--- src/rtl/nvme_track_arb_pkg.sv ---
// Shared types and helpers for the completion-tracker update arbiter.
// Action ID width falls back to a local value when the NVMe defines are absent.
`ifndef CMD_ACTION_ID_BITS
`define CMD_ACTION_ID_BITS 4
`endif

package nvme_track_arb_pkg;

    localparam int CMD_ACTION_ID_BITS = `CMD_ACTION_ID_BITS;

    typedef enum logic [2:0] {
        ST_INIT  = 3'd0,
        ST_IDLE  = 3'd1,
        ST_ISSUE = 3'd2,
        ST_WAIT  = 3'd3,
        ST_RESP  = 3'd4
    } track_arb_state_t;

    // Counter must be able to hold TIMEOUT_CYCLES itself.
    function automatic int TRACK_ARB_CNT_BITS(input int timeout_cycles);
        return $clog2(timeout_cycles + 1);
    endfunction

endpackage

--- src/rtl/nvme_rr_arbiter.sv ---
// Combinational round-robin picker: lowest requester above last_grant_i wins,
// otherwise wrap around to the lowest requester overall.
module nvme_rr_arbiter #(
    parameter int NUM_REQ = 4,
    parameter int IDX_W   = (NUM_REQ > 1) ? $clog2(NUM_REQ) : 1
) (
    input  logic [NUM_REQ-1:0] req_i,
    input  logic [IDX_W-1:0]   last_grant_i,
    output logic [NUM_REQ-1:0] grant_o,
    output logic [IDX_W-1:0]   grant_idx_o,
    output logic               grant_valid_o
);

    logic [NUM_REQ-1:0] mask_hi;
    logic [NUM_REQ-1:0] req_hi;
    logic [IDX_W-1:0]   sel_lo;
    logic [IDX_W-1:0]   sel_hi;

    for (genvar gi = 0; gi < NUM_REQ; gi++) begin : g_mask
        assign mask_hi[gi] = (IDX_W'(gi) > last_grant_i);
        assign grant_o[gi] = grant_valid_o && (grant_idx_o == IDX_W'(gi));
    end

    assign req_hi        = req_i & mask_hi;
    assign grant_valid_o = |req_i;

    always_comb begin
        sel_lo = '0;
        sel_hi = '0;
        for (int i = NUM_REQ - 1; i >= 0; i--) begin
            if (req_i[i]) sel_lo = IDX_W'(i);
            if (req_hi[i]) sel_hi = IDX_W'(i);
        end
        grant_idx_o = (|req_hi) ? sel_hi : sel_lo;
    end

endmodule

--- src/rtl/nvme_track_arb.sv ---
// Serialises per-requester completion-status lookups onto the single tracker
// update port, with per-transaction timeout and abort when the tracker de-inits.
module nvme_track_arb
    import nvme_track_arb_pkg::*;
#(
    parameter int NUM_REQ         = 4,
    parameter int TRACK_INFO_BITS = 2,
    parameter int TIMEOUT_CYCLES  = 1023
) (
    input  logic                                  axi_aclk,
    input  logic                                  axi_areset,
    input  logic [NUM_REQ-1:0]                    req_valid,
    input  logic [NUM_REQ*CMD_ACTION_ID_BITS-1:0] req_id,
    output logic [NUM_REQ-1:0]                    req_ack,
    output logic [NUM_REQ-1:0]                    resp_valid,
    output logic [TRACK_INFO_BITS-1:0]            resp_data,
    output logic                                  resp_err,
    input  logic                                  track_init,
    output logic                                  track_update,
    output logic [CMD_ACTION_ID_BITS-1:0]         track_update_id,
    input  logic                                  track_update_done,
    input  logic [TRACK_INFO_BITS-1:0]            track_update_data,
    input  logic                                  timeout_clear,
    output logic                                  arb_timeout,
    output logic                                  arb_busy
);

    localparam int IDX_W = (NUM_REQ > 1) ? $clog2(NUM_REQ) : 1;
    localparam int ID_W  = CMD_ACTION_ID_BITS;
    localparam int CNT_W = TRACK_ARB_CNT_BITS(TIMEOUT_CYCLES);
    localparam logic [CNT_W-1:0] CNT_LAST = CNT_W'(TIMEOUT_CYCLES - 1);

    track_arb_state_t             state_q;
    logic [IDX_W-1:0]             last_grant_q;
    logic [IDX_W-1:0]             owner_q;
    logic [ID_W-1:0]              id_q;
    logic [CNT_W-1:0]             cnt_q;
    logic [TRACK_INFO_BITS-1:0]   resp_data_q;
    logic                         resp_err_q;
    logic                         abort_q;
    logic                         timeout_q;

    logic [NUM_REQ-1:0]           rr_grant;
    logic [IDX_W-1:0]             rr_idx;
    logic                         rr_any;
    logic                         grant_now;
    logic [ID_W-1:0]              req_id_arr [NUM_REQ];

    nvme_rr_arbiter #(
        .NUM_REQ (NUM_REQ),
        .IDX_W   (IDX_W)
    ) u_rr (
        .req_i         (req_valid),
        .last_grant_i  (last_grant_q),
        .grant_o       (rr_grant),
        .grant_idx_o   (rr_idx),
        .grant_valid_o (rr_any)
    );

    for (genvar gi = 0; gi < NUM_REQ; gi++) begin : g_req
        assign req_id_arr[gi] = req_id[gi*ID_W +: ID_W];
        assign resp_valid[gi] = (state_q == ST_RESP) && (owner_q == IDX_W'(gi));
    end

    // Grant is combinational so the ack lands in the same cycle the request is seen.
    assign grant_now       = (state_q == ST_IDLE) && track_init && rr_any;
    assign req_ack         = grant_now ? rr_grant : '0;
    assign track_update    = (state_q == ST_ISSUE);
    assign track_update_id = id_q;
    assign resp_data       = resp_data_q;
    assign resp_err        = resp_err_q;
    assign arb_timeout     = timeout_q;
    assign arb_busy        = (state_q == ST_ISSUE) || (state_q == ST_WAIT) || (state_q == ST_RESP);

    always_ff @(posedge axi_aclk) begin
        if (axi_areset) begin
            state_q      <= ST_INIT;
            last_grant_q <= IDX_W'(NUM_REQ - 1);
            owner_q      <= '0;
            id_q         <= '0;
            cnt_q        <= '0;
            resp_data_q  <= '0;
            resp_err_q   <= 1'b0;
            abort_q      <= 1'b0;
            timeout_q    <= 1'b0;
        end else begin
            // A timeout set further down overrides this clear.
            if (timeout_clear) timeout_q <= 1'b0;

            case (state_q)
                ST_INIT: begin
                    if (track_init) state_q <= ST_IDLE;
                end
                ST_IDLE: begin
                    if (!track_init) begin
                        state_q <= ST_INIT;
                    end else if (rr_any) begin
                        last_grant_q <= rr_idx;
                        owner_q      <= rr_idx;
                        id_q         <= req_id_arr[rr_idx];
                        state_q      <= ST_ISSUE;
                    end
                end
                ST_ISSUE: begin
                    cnt_q <= '0;
                    if (!track_init) begin
                        resp_err_q  <= 1'b1;
                        resp_data_q <= '0;
                        abort_q     <= 1'b1;
                        state_q     <= ST_RESP;
                    end else begin
                        state_q <= ST_WAIT;
                    end
                end
                ST_WAIT: begin
                    if (!track_init) begin
                        resp_err_q  <= 1'b1;
                        resp_data_q <= '0;
                        abort_q     <= 1'b1;
                        state_q     <= ST_RESP;
                    end else if (track_update_done) begin
                        resp_err_q  <= 1'b0;
                        resp_data_q <= track_update_data;
                        state_q     <= ST_RESP;
                    end else if (cnt_q == CNT_LAST) begin
                        timeout_q   <= 1'b1;
                        resp_err_q  <= 1'b1;
                        resp_data_q <= '0;
                        state_q     <= ST_RESP;
                    end else begin
                        cnt_q <= cnt_q + 1'b1;
                    end
                end
                ST_RESP: begin
                    abort_q <= 1'b0;
                    state_q <= abort_q ? ST_INIT : ST_IDLE;
                end
                default: state_q <= ST_INIT;
            endcase
        end
    end

endmodule

--- config.mk ---
export PLATFORM = sky130hd
export DESIGN_NAME = nvme_track_arb
export DESIGN_NICKNAME = d
export VERILOG_FILES = /design/src/rtl/nvme_track_arb_pkg.sv /design/src/rtl/nvme_rr_arbiter.sv /design/src/rtl/nvme_track_arb.sv
export SDC_FILE = /design/constraint.sdc
export NUM_CORES = 1
export LEC_CHECK = 0
export ABC_AREA = 0
export BUFFER_PORTS_ARGS = -buffer_cell sky130_fd_sc_hd__clkbuf_2
export CAP_MARGIN = 20
export CORE_MARGIN = 2
export CORE_UTILIZATION = 40
export DETAILED_ROUTE_END_ITERATION = 12
export PLACE_DENSITY = 0.69
export SETUP_SLACK_MARGIN = 0.02
export SYNTH_ARGS = -nofsm -noshare
export SYNTH_HDL_FRONTEND = slang
export SYNTH_SLANG_ARGS = --single-unit
--- constraint.sdc ---
create_clock -name axi_aclk -period 4.43 [get_ports axi_aclk]
set_input_delay 0.2215 -clock axi_aclk [delete_from_list [all_inputs] [get_ports axi_aclk]]
set_output_delay 0.2215 -clock axi_aclk [all_outputs]
set_load 0.02 [all_outputs]
==> key figures, run 1 <==
Clocking
  – CTS Root Buffer Type: clkbuf_8
  – CTS Buf Count: 3
  – Clock latency on the worst-skew pair: around 0.27 ns
  – H-tree depth: 1
  – Post-CTS Hold Buffers: 0
  – Clk buf depth: 2
  – # Post-CTS Setup Buffers: 0
  – CTS tree: done
  – PostCTS Resize Cnt: 0
  – Clk sinks: 26
  – Reg clk slew, reported paths: 0.08 ns

Logic synthesis
  – Syn nets: 204
  – Yosys reg bits: 26
  – Gate Count Post-Synth: roughly 180
  – Post-synthesis compound-gate area fraction: 20.44%
  – Synth cell types: 51
  – Post-synthesis sequential area ratio: between 30% and 40%
  – Post-Syn Area: 1536 sq um
  – Post-Synth Simple-Gate Area: 31.27%
  – Async S/R FF share, synth: 0%
  – Main synth FF type: dfxtp_1
  – Xor and xnor fraction of the mapped netlist area: 3.990%
  – Largest family of logic cells by synthesized area: simple AND/OR/NAND/NOR gates
  – Avg Inst Size Synth: 8.780 sq um
  – Adder-Cell Fraction of Synth Area: under 10%
  – Mux contribution to synthesized area: 3.257%
  – Number of enable flip-flop cells after synthesis: 0
  – Synth Warn #: 0

Placement
  – Port bufs: 44
  – DP HPWL: approximately 2400 um
  – GPL Wtd Cong: between 0.7 and 0.8
  – Pre-CTS setup slack: 2.307 ns
  – DP Cell Count: 260

STA
  – Final TNS setup: 0 ns
  – Setup WS post-layout: 2.044 ns
  – Slew @ Worst Pin: 1.036 ns
  – Final setup fails: 0
  – Fin crit share: 53.87%
  – Final hold vios: 0
  – Minimum clock period: 2.386 ns
  – Fmax achieved: 0.4190 GHz
  – Final Slew Violations: 0
  – Clock skew: 0.003146 ns
  – Relative slew margins: 30.96%
  – RSZ-0062 raised after global routing: false

Critical path
  – FF-to-FF setup slack: 2.49 ns
  – Reg-to-reg startpoint: last_grant_q[1]
  – CP startpoint: state_q[0]
  – FF-to-FF path depth: 4
  – Crit Reg-Reg Endpoint: track_update_id[2]
  – Crit path required time: 4.21 ns
  – CP Capture Point: req_ack[3]
  – Startpoint types: flop
  – Crit path kind: flop to primary output
  – Worst Path Arrival: between 2 and 2.5 ns
  – CP Max Fanout: 12
  – Worst setup EP type: primary output

Final layout
  – Area growth from synthesis to layout: 17.59%
  – Diodes inserted: 0
  – Finished Core Util: about 49%
  – Share of cells above drive strength 1: 31.63%
  – Final #Nets: ~250
  – Fillers: 369
  – Area of the multi-input gates: approximately 930 sq um
  – Reg area: 520.5 sq um
  – Layout Cells excl Fill: 263

Pwr
  – Power share of the combinational group: around 17%
  – Max VDD drop: 0.2330 mV
  – Clk pwr share: 28.7%
  – Psw: approximately 0.12 mW
  – Leak pwr: about 0.80 nW
  – Power, Total: 0.4571 mW
  – Switching share of power: a little over a quarter
  – Pint: 0.3337 mW
  – Pwr/cell area: 253.0 nW/um^2
  – Flop pwr share: 54.2%

Drt
  – DR pass1 iterations: 4
  – Wirelength per Cell: around 12 um
  – Via count: 1361
  – Final WL: approximately 3200 um
  – Antenna Violating Nets Remaining: 0
  – Iter 0 DRT Violations: 54
  – Residual DRC: 0
  – Vias per cell: 5.175

GRT
  – Vias in the first global route: 1152
  – First-pass GRT wire length: 5278 um
  – GR Overflow Total: 0
  – Tot GR Track Use: 15.42%
  – Initial antenna violation count: 0
  – Largest net degree at the start of global routing: 21

Floorplan
  – Die width: 65.98 um
  – Starting Density: around two fifths
  – Cell row count: 22
  – Core footprint: approximately 3700 sq um
  – Die area: 4353 sq um
  – # IOs: 45
  – Die H: 65.98 um

Hold path
  – Hold path depth: 3
  – HP Class: input port to flop

Run status
  – Status: complete, no violations

Flow run
  – Max cap viols: 0
[sequential cells by signal (all words and copies together), names as in the netlist]
signal and cells:
abort_q 1, arb_timeout 1, cnt_q 10, last_grant_q 2, owner_q 2, resp_data 2, resp_err 1, state_q 3
track_update_id 4
[worst min-delay path by stage]
stage | startpoint | to
floorplan | track_update_data[0] | resp_data[0]
global placement | resp_err | resp_err
detailed placement | resp_err | resp_err
CTS | track_update_data[1] | resp_data[1]
global route | track_update_data[1] | resp_data[1]
finish | track_update_data[0] | resp_data[0]
[logic make-up after synthesis]
family                     count (synthesis)
and+or+nand+nor                           82
xor gates and xnor gates                   7
DFF                                       26
muxes                                      5
adders and majority gates                  2
buffers and inverters                     16
AOI/OAI and AO/OA                         37
[layout make-up]
class	count	area share (%)
flip-flops and latches	26	28.81
inverters	9	1.870
multi-input cells	133	51.52
well taps	48	3.324
repair buffers	44	12.19
clock buffers	3	2.285
[layout by cell type (no fill, tap or decap), drive strengths merged, types with 7 or more instances in the layout]
master,n
nor3,7
xor2,7
nor2,35
dfxtp,26
inv,9
o21ai,7
clkbuf,47
a21oi,7
[Yosys cell counts, types with 3 or more instances]
cell type  count  area [sq um]
nand3_1        4         20.02
xor2_1         7         61.31
and2_1         4         25.02
a21oi_1        6         30.03
o21ai_0        7         35.03
nor3_2         5         50.05
and3_1         4         25.02
o221a_2        3         33.78
mux2i_1        5         50.05
nand2_1        5         18.77
dfxtp_1       26         520.5
nand2b_1       3         18.77
inv_1          8         30.03
and4_1         3         26.28
a2bb2oi_2      4         60.06
nand4_1        3         18.77
buf_6          3         33.78
nor2_1        33         123.9
[metrics by stage]
stage          area (sq um)  hold slack (ns)
6_report               1807           0.2029
5_1_grt                1807           0.2218
4_1_cts                1807           0.2010
3_5_place_dp           1765           0.4657
3_3_place_gp           1765           0.4497
2_1_floorplan          1536           0.3698
[power by group through the flow]
stage                     registers, mW  clock network [mW]  logic (mW)
final                             0.248               0.131      0.0781
after global routing              0.249               0.147      0.0862
after CTS                         0.248               0.136      0.0789
after detailed placement          0.253                   0      0.0786
after global placement            0.253                   0      0.0781
after floorplan                   0.255                   0      0.0515
[critical path: stages (launching register included)]
cell and delay [ns]:
dfxtp_1 0.59, nand3b_1 0.16, nor3_2 0.39, and2_1 0.42
nor2b_1 0.17, clkbuf_2 0.17
[per-layer routing]
layer	vias up	track usage, %	share of wire (%)
met5	-	0	0
met4	0	2.296	0.40
met3	4	4.429	6.7
met2	39	25.38	43
met1	602	20.44	50
li1	716	-	-
(Power assumes the default switching activity.)
==> inputs of run 2 (changes only) <==
- ABC_AREA: 0 -> 1
- clock period: 4.43 -> 2.5 ns (I/O delays scaled with it)
==> key figures, run 2 <==
Floorplan
  – Die area: 4512 sq um (was 4353 sq um)
  – Die H: 67.18 um (was 65.98 um)
  – Core footprint: 3744 sq um (was 3689 sq um)
  – # IOs: 45 (unchanged)
  – Starting Density: 42.65% (was 41.66%)
  – Cell row count: 22 (unchanged)
  – Die width: 67.18 um (was 65.98 um)

Pwr
  – Switching share of power: 32.67% (was 26.99%)
  – Flop pwr share: 41.5% (was 54.2%)
  – Power share of the combinational group: 27.3% (was 17.1%)
  – Pwr/cell area: 586.6 nW/um^2 (was 253.0 nW/um^2)
  – Psw: 0.3691 mW (was 0.1234 mW)
  – Power, Total: 1.130 mW (was 0.4571 mW)
  – Leak pwr: 0.8926 nW (was 0.7997 nW)
  – Max VDD drop: 0.3250 mV (was 0.2330 mV)
  – Clk pwr share: 31.2% (was 28.7%)
  – Pint: 0.7605 mW (was 0.3337 mW)

GRT
  – GR Overflow Total: 0 (unchanged)
  – Largest net degree at the start of global routing: 20 (was 21)
  – First-pass GRT wire length: 6444 um (was 5278 um)
  – Initial antenna violation count: 0 (unchanged)
  – Vias in the first global route: 1504 (was 1152)
  – Tot GR Track Use: 18.07% (was 15.42%)

Logic synthesis
  – Post-Syn Area: 1597 sq um (was 1536 sq um)
  – Avg Inst Size Synth: 6.516 sq um (was 8.780 sq um)
  – Yosys reg bits: 26 (unchanged)
  – Number of enable flip-flop cells after synthesis: 0 (unchanged)
  – Syn nets: 274 (was 204)
  – Top-count cell post-synth: nand2_1 (was nor2_1)
  – Synth cell types: 29 (was 51)
  – Most frequent cells after synthesis: nand2_1 (52), nor2_1 (37), nand3_1 (28) (was nor2_1 (33), dfxtp_1 (26), inv_1 (8))
  – Synth top area cells: dfxtp_1 (33%), nand2_1 (12%), nand3_1 (8.8%) (was dfxtp_1 (34%), nor2_1 (8.1%), xor2_1 (4.0%))
  – Main synth FF type: dfxtp_1 (unchanged)
  – Post-synthesis sequential area ratio: 32.60% (was 33.88%)
  – Gate Count Post-Synth: 245 (was 175)
  – Synth Warn #: 0 (unchanged)
  – Async S/R FF share, synth: 0% (unchanged)
  – Area share of the largest cell type after synthesis: 32.60% (was 33.88%)
  – Dominant cell type by area after synthesis: dfxtp_1 (unchanged)

Critical path
  – FF-to-FF path depth: 7 (was 4)
  – Worst setup EP type: primary output (unchanged)
  – Max stage delay on crit path: 0.47 ns (was 0.59 ns)
  – CP Max Fanout: 7 (was 12)
  – Crit path kind: flop to primary output (unchanged)
  – Most used cell along the critical path: nand2_1
  – Crit path required time: 2.38 ns (was 4.21 ns)
  – Worst Path Arrival: 1.80 ns (was 2.16 ns)
  – Crit-path cells: nand2_1, nor3_2, nand2_2, inv_2, nand2_1, nor2_1, clkbuf_2 (was nand3b_1, nor3_2, and2_1, nor2b_1, clkbuf_2)
  – Crit-path slowest cell: dfxtp_1 (unchanged)
  – Startpoint types: flop (unchanged)

Hold path
  – Hold path depth: 3 (unchanged)
  – HP Class: input port to flop (unchanged)

Clocking
  – Post-CTS Hold Buffers: 0 (unchanged)
  – PostCTS Resize Cnt: 0 (unchanged)
  – Clk buf depth: 2 (unchanged)
  – CTS Root Buffer Type: clkbuf_8 (unchanged)
  – Reg clk slew, reported paths: 0.09 ns (was 0.08 ns)
  – CTS tree: done (unchanged)
  – Clk sinks: 26 (unchanged)
  – CTS Buf Count: 3 (unchanged)
  – # Post-CTS Setup Buffers: 0 (unchanged)
  – Clock latency on the worst-skew pair: 0.27 ns (about the same)
  – H-tree depth: 1 (unchanged)

Final layout
  – Largest register FFs: 10 (unchanged)
  – Share of cells above drive strength 1: 23.45% (was 31.63%)
  – Area growth from synthesis to layout: 20.61% (was 17.59%)
  – Post-route cell area: 1926 sq um (was 1807 sq um)
  – Most common cell after layout, fill and taps aside: nand2_1 (was clkbuf_2)
  – Reg with most FFs: cnt_q (unchanged)
  – Diodes inserted: 0 (unchanged)
  – Final #Nets: 320 (was 246)
  – Most frequent cells in the layout: nand2_1 (52), clkbuf_2 (44), nor2_1 (37), nand3_1 (28) (was clkbuf_2 (44), nor2_1 (33), dfxtp_1 (26), inv_1 (8))

Drt
  – Via count: 1728 (was 1361)
  – Final WL: 3797 um (was 3233 um)
  – DR pass1 iterations: 4 (unchanged)
  – Wirelength per Cell: 11.23 um (was 12.29 um)
  – Iter 0 DRT Violations: 75 (was 54)
  – Vias per cell: 5.112 (was 5.175)
  – Antenna Violating Nets Remaining: 0 (unchanged)
  – Residual DRC: 0 (unchanged)

STA
  – Minimum clock period: 1.926 ns
  – Fmax achieved: 0.5193 GHz
  – Relative slew margins: 71.25% (was 30.96%)
  – Fin crit share: 77.03%
  – Slew @ Worst Pin: 0.4313 ns (was 1.036 ns)
  – Final hold vios: 0 (unchanged)
  – Final Slew Violations: 0 (unchanged)
  – Final TNS setup: 0 ns (unchanged)
  – Final setup fails: 0 (unchanged)
  – Clock skew: 0.003717 ns (was 0.003146 ns)
  – RSZ-0062 raised after global routing: false (unchanged)

Flow run
  – Max cap viols: 0 (unchanged)

Placement
  – Port bufs: 44 (unchanged)
  – DP HPWL: 2927 um (was 2434 um)
  – Placed Instance Area: 1854 sq um (was 1765 sq um)
  – GPL Wtd Cong: 0.9188 (was 0.7173)

Run status
  – Status: complete, no violations (unchanged)
==> run 2: through the flow <==
| step | util (%) | hold slack, ns | cells | setup WS, ns |
|---|---|---|---|---|
| after floorplan | - | 0.2722 | 245 | 0.9576 |
| after detailed placement | 49.53 | 0.3661 | 334 | 0.8799 |
| after global placement | 49.53 | 0.3696 | 334 | 0.8902 |
| final | 51.44 | 0.07211 | 338 | 0.5743 |
| after global routing | 51.44 | 0.07707 | 338 | 0.3657 |
| after CTS | 51.44 | 0.06833 | 338 | 0.5640 |
==> run 2: layout make-up <==
class,count,area (sq um)
Sequential cell,26,520.5
Inverter,30,115.1
Clock inverter,1,30.03
Clock buffer,3,41.29
Fill cell,386,1818
Timing Repair Buffer,44,220.2
Tap cell,48,60.06
Multi-Input combinational cell,186,938.4
==> run 2: final timing paths <==
kind | start | endpoint | slack, ns
worst max-delay path | state_q[0] | req_ack[3] | 0.57
worst min-delay path | track_update_data[1] | resp_data[1] | 0.07
worst max register to register | state_q[0] | track_update_id[1] | 0.95
worst min register to register | resp_data[1] | resp_data[1] | 0.47
==> run 2: critical path: cells and delay by family, from the launching register on <==
kind,cells,cell delay [ns]
buffers and inverters,2,0.34
DFF,1,0.47
and+or+nand+nor,5,0.74
==> run 2: cells by family after synthesis <==
| group | after synthesis | share of synthesized area (%) |
|---|---|---|
| fa+ha+maj | 2 | 1.567 |
| buf+inv | 33 | 8.621 |
| compound gates | 31 | 11.52 |
| flops | 26 | 32.60 |
| simple gates | 153 | 45.69 |
==> run 2: power groups by stage <==
stage,clock network [mW],logic (mW),registers [mW]
floorplan,0,0.223,0.487
global placement,0,0.305,0.478
detailed placement,0,0.307,0.478
CTS,0.359,0.308,0.469
global route,0.375,0.346,0.474
finish,0.352,0.309,0.469
==> run 2: metal layers <==
layer	vias to the layer above	routed length, um	share of wire, %	track usage, %
met4	0	20	0.53	3.827
met3	4	214	5.6	3.833
met2	49	1788	47	30.20
met5	-	0	0	0
met1	780	1774	47	24.02
li1	895	-	-	-
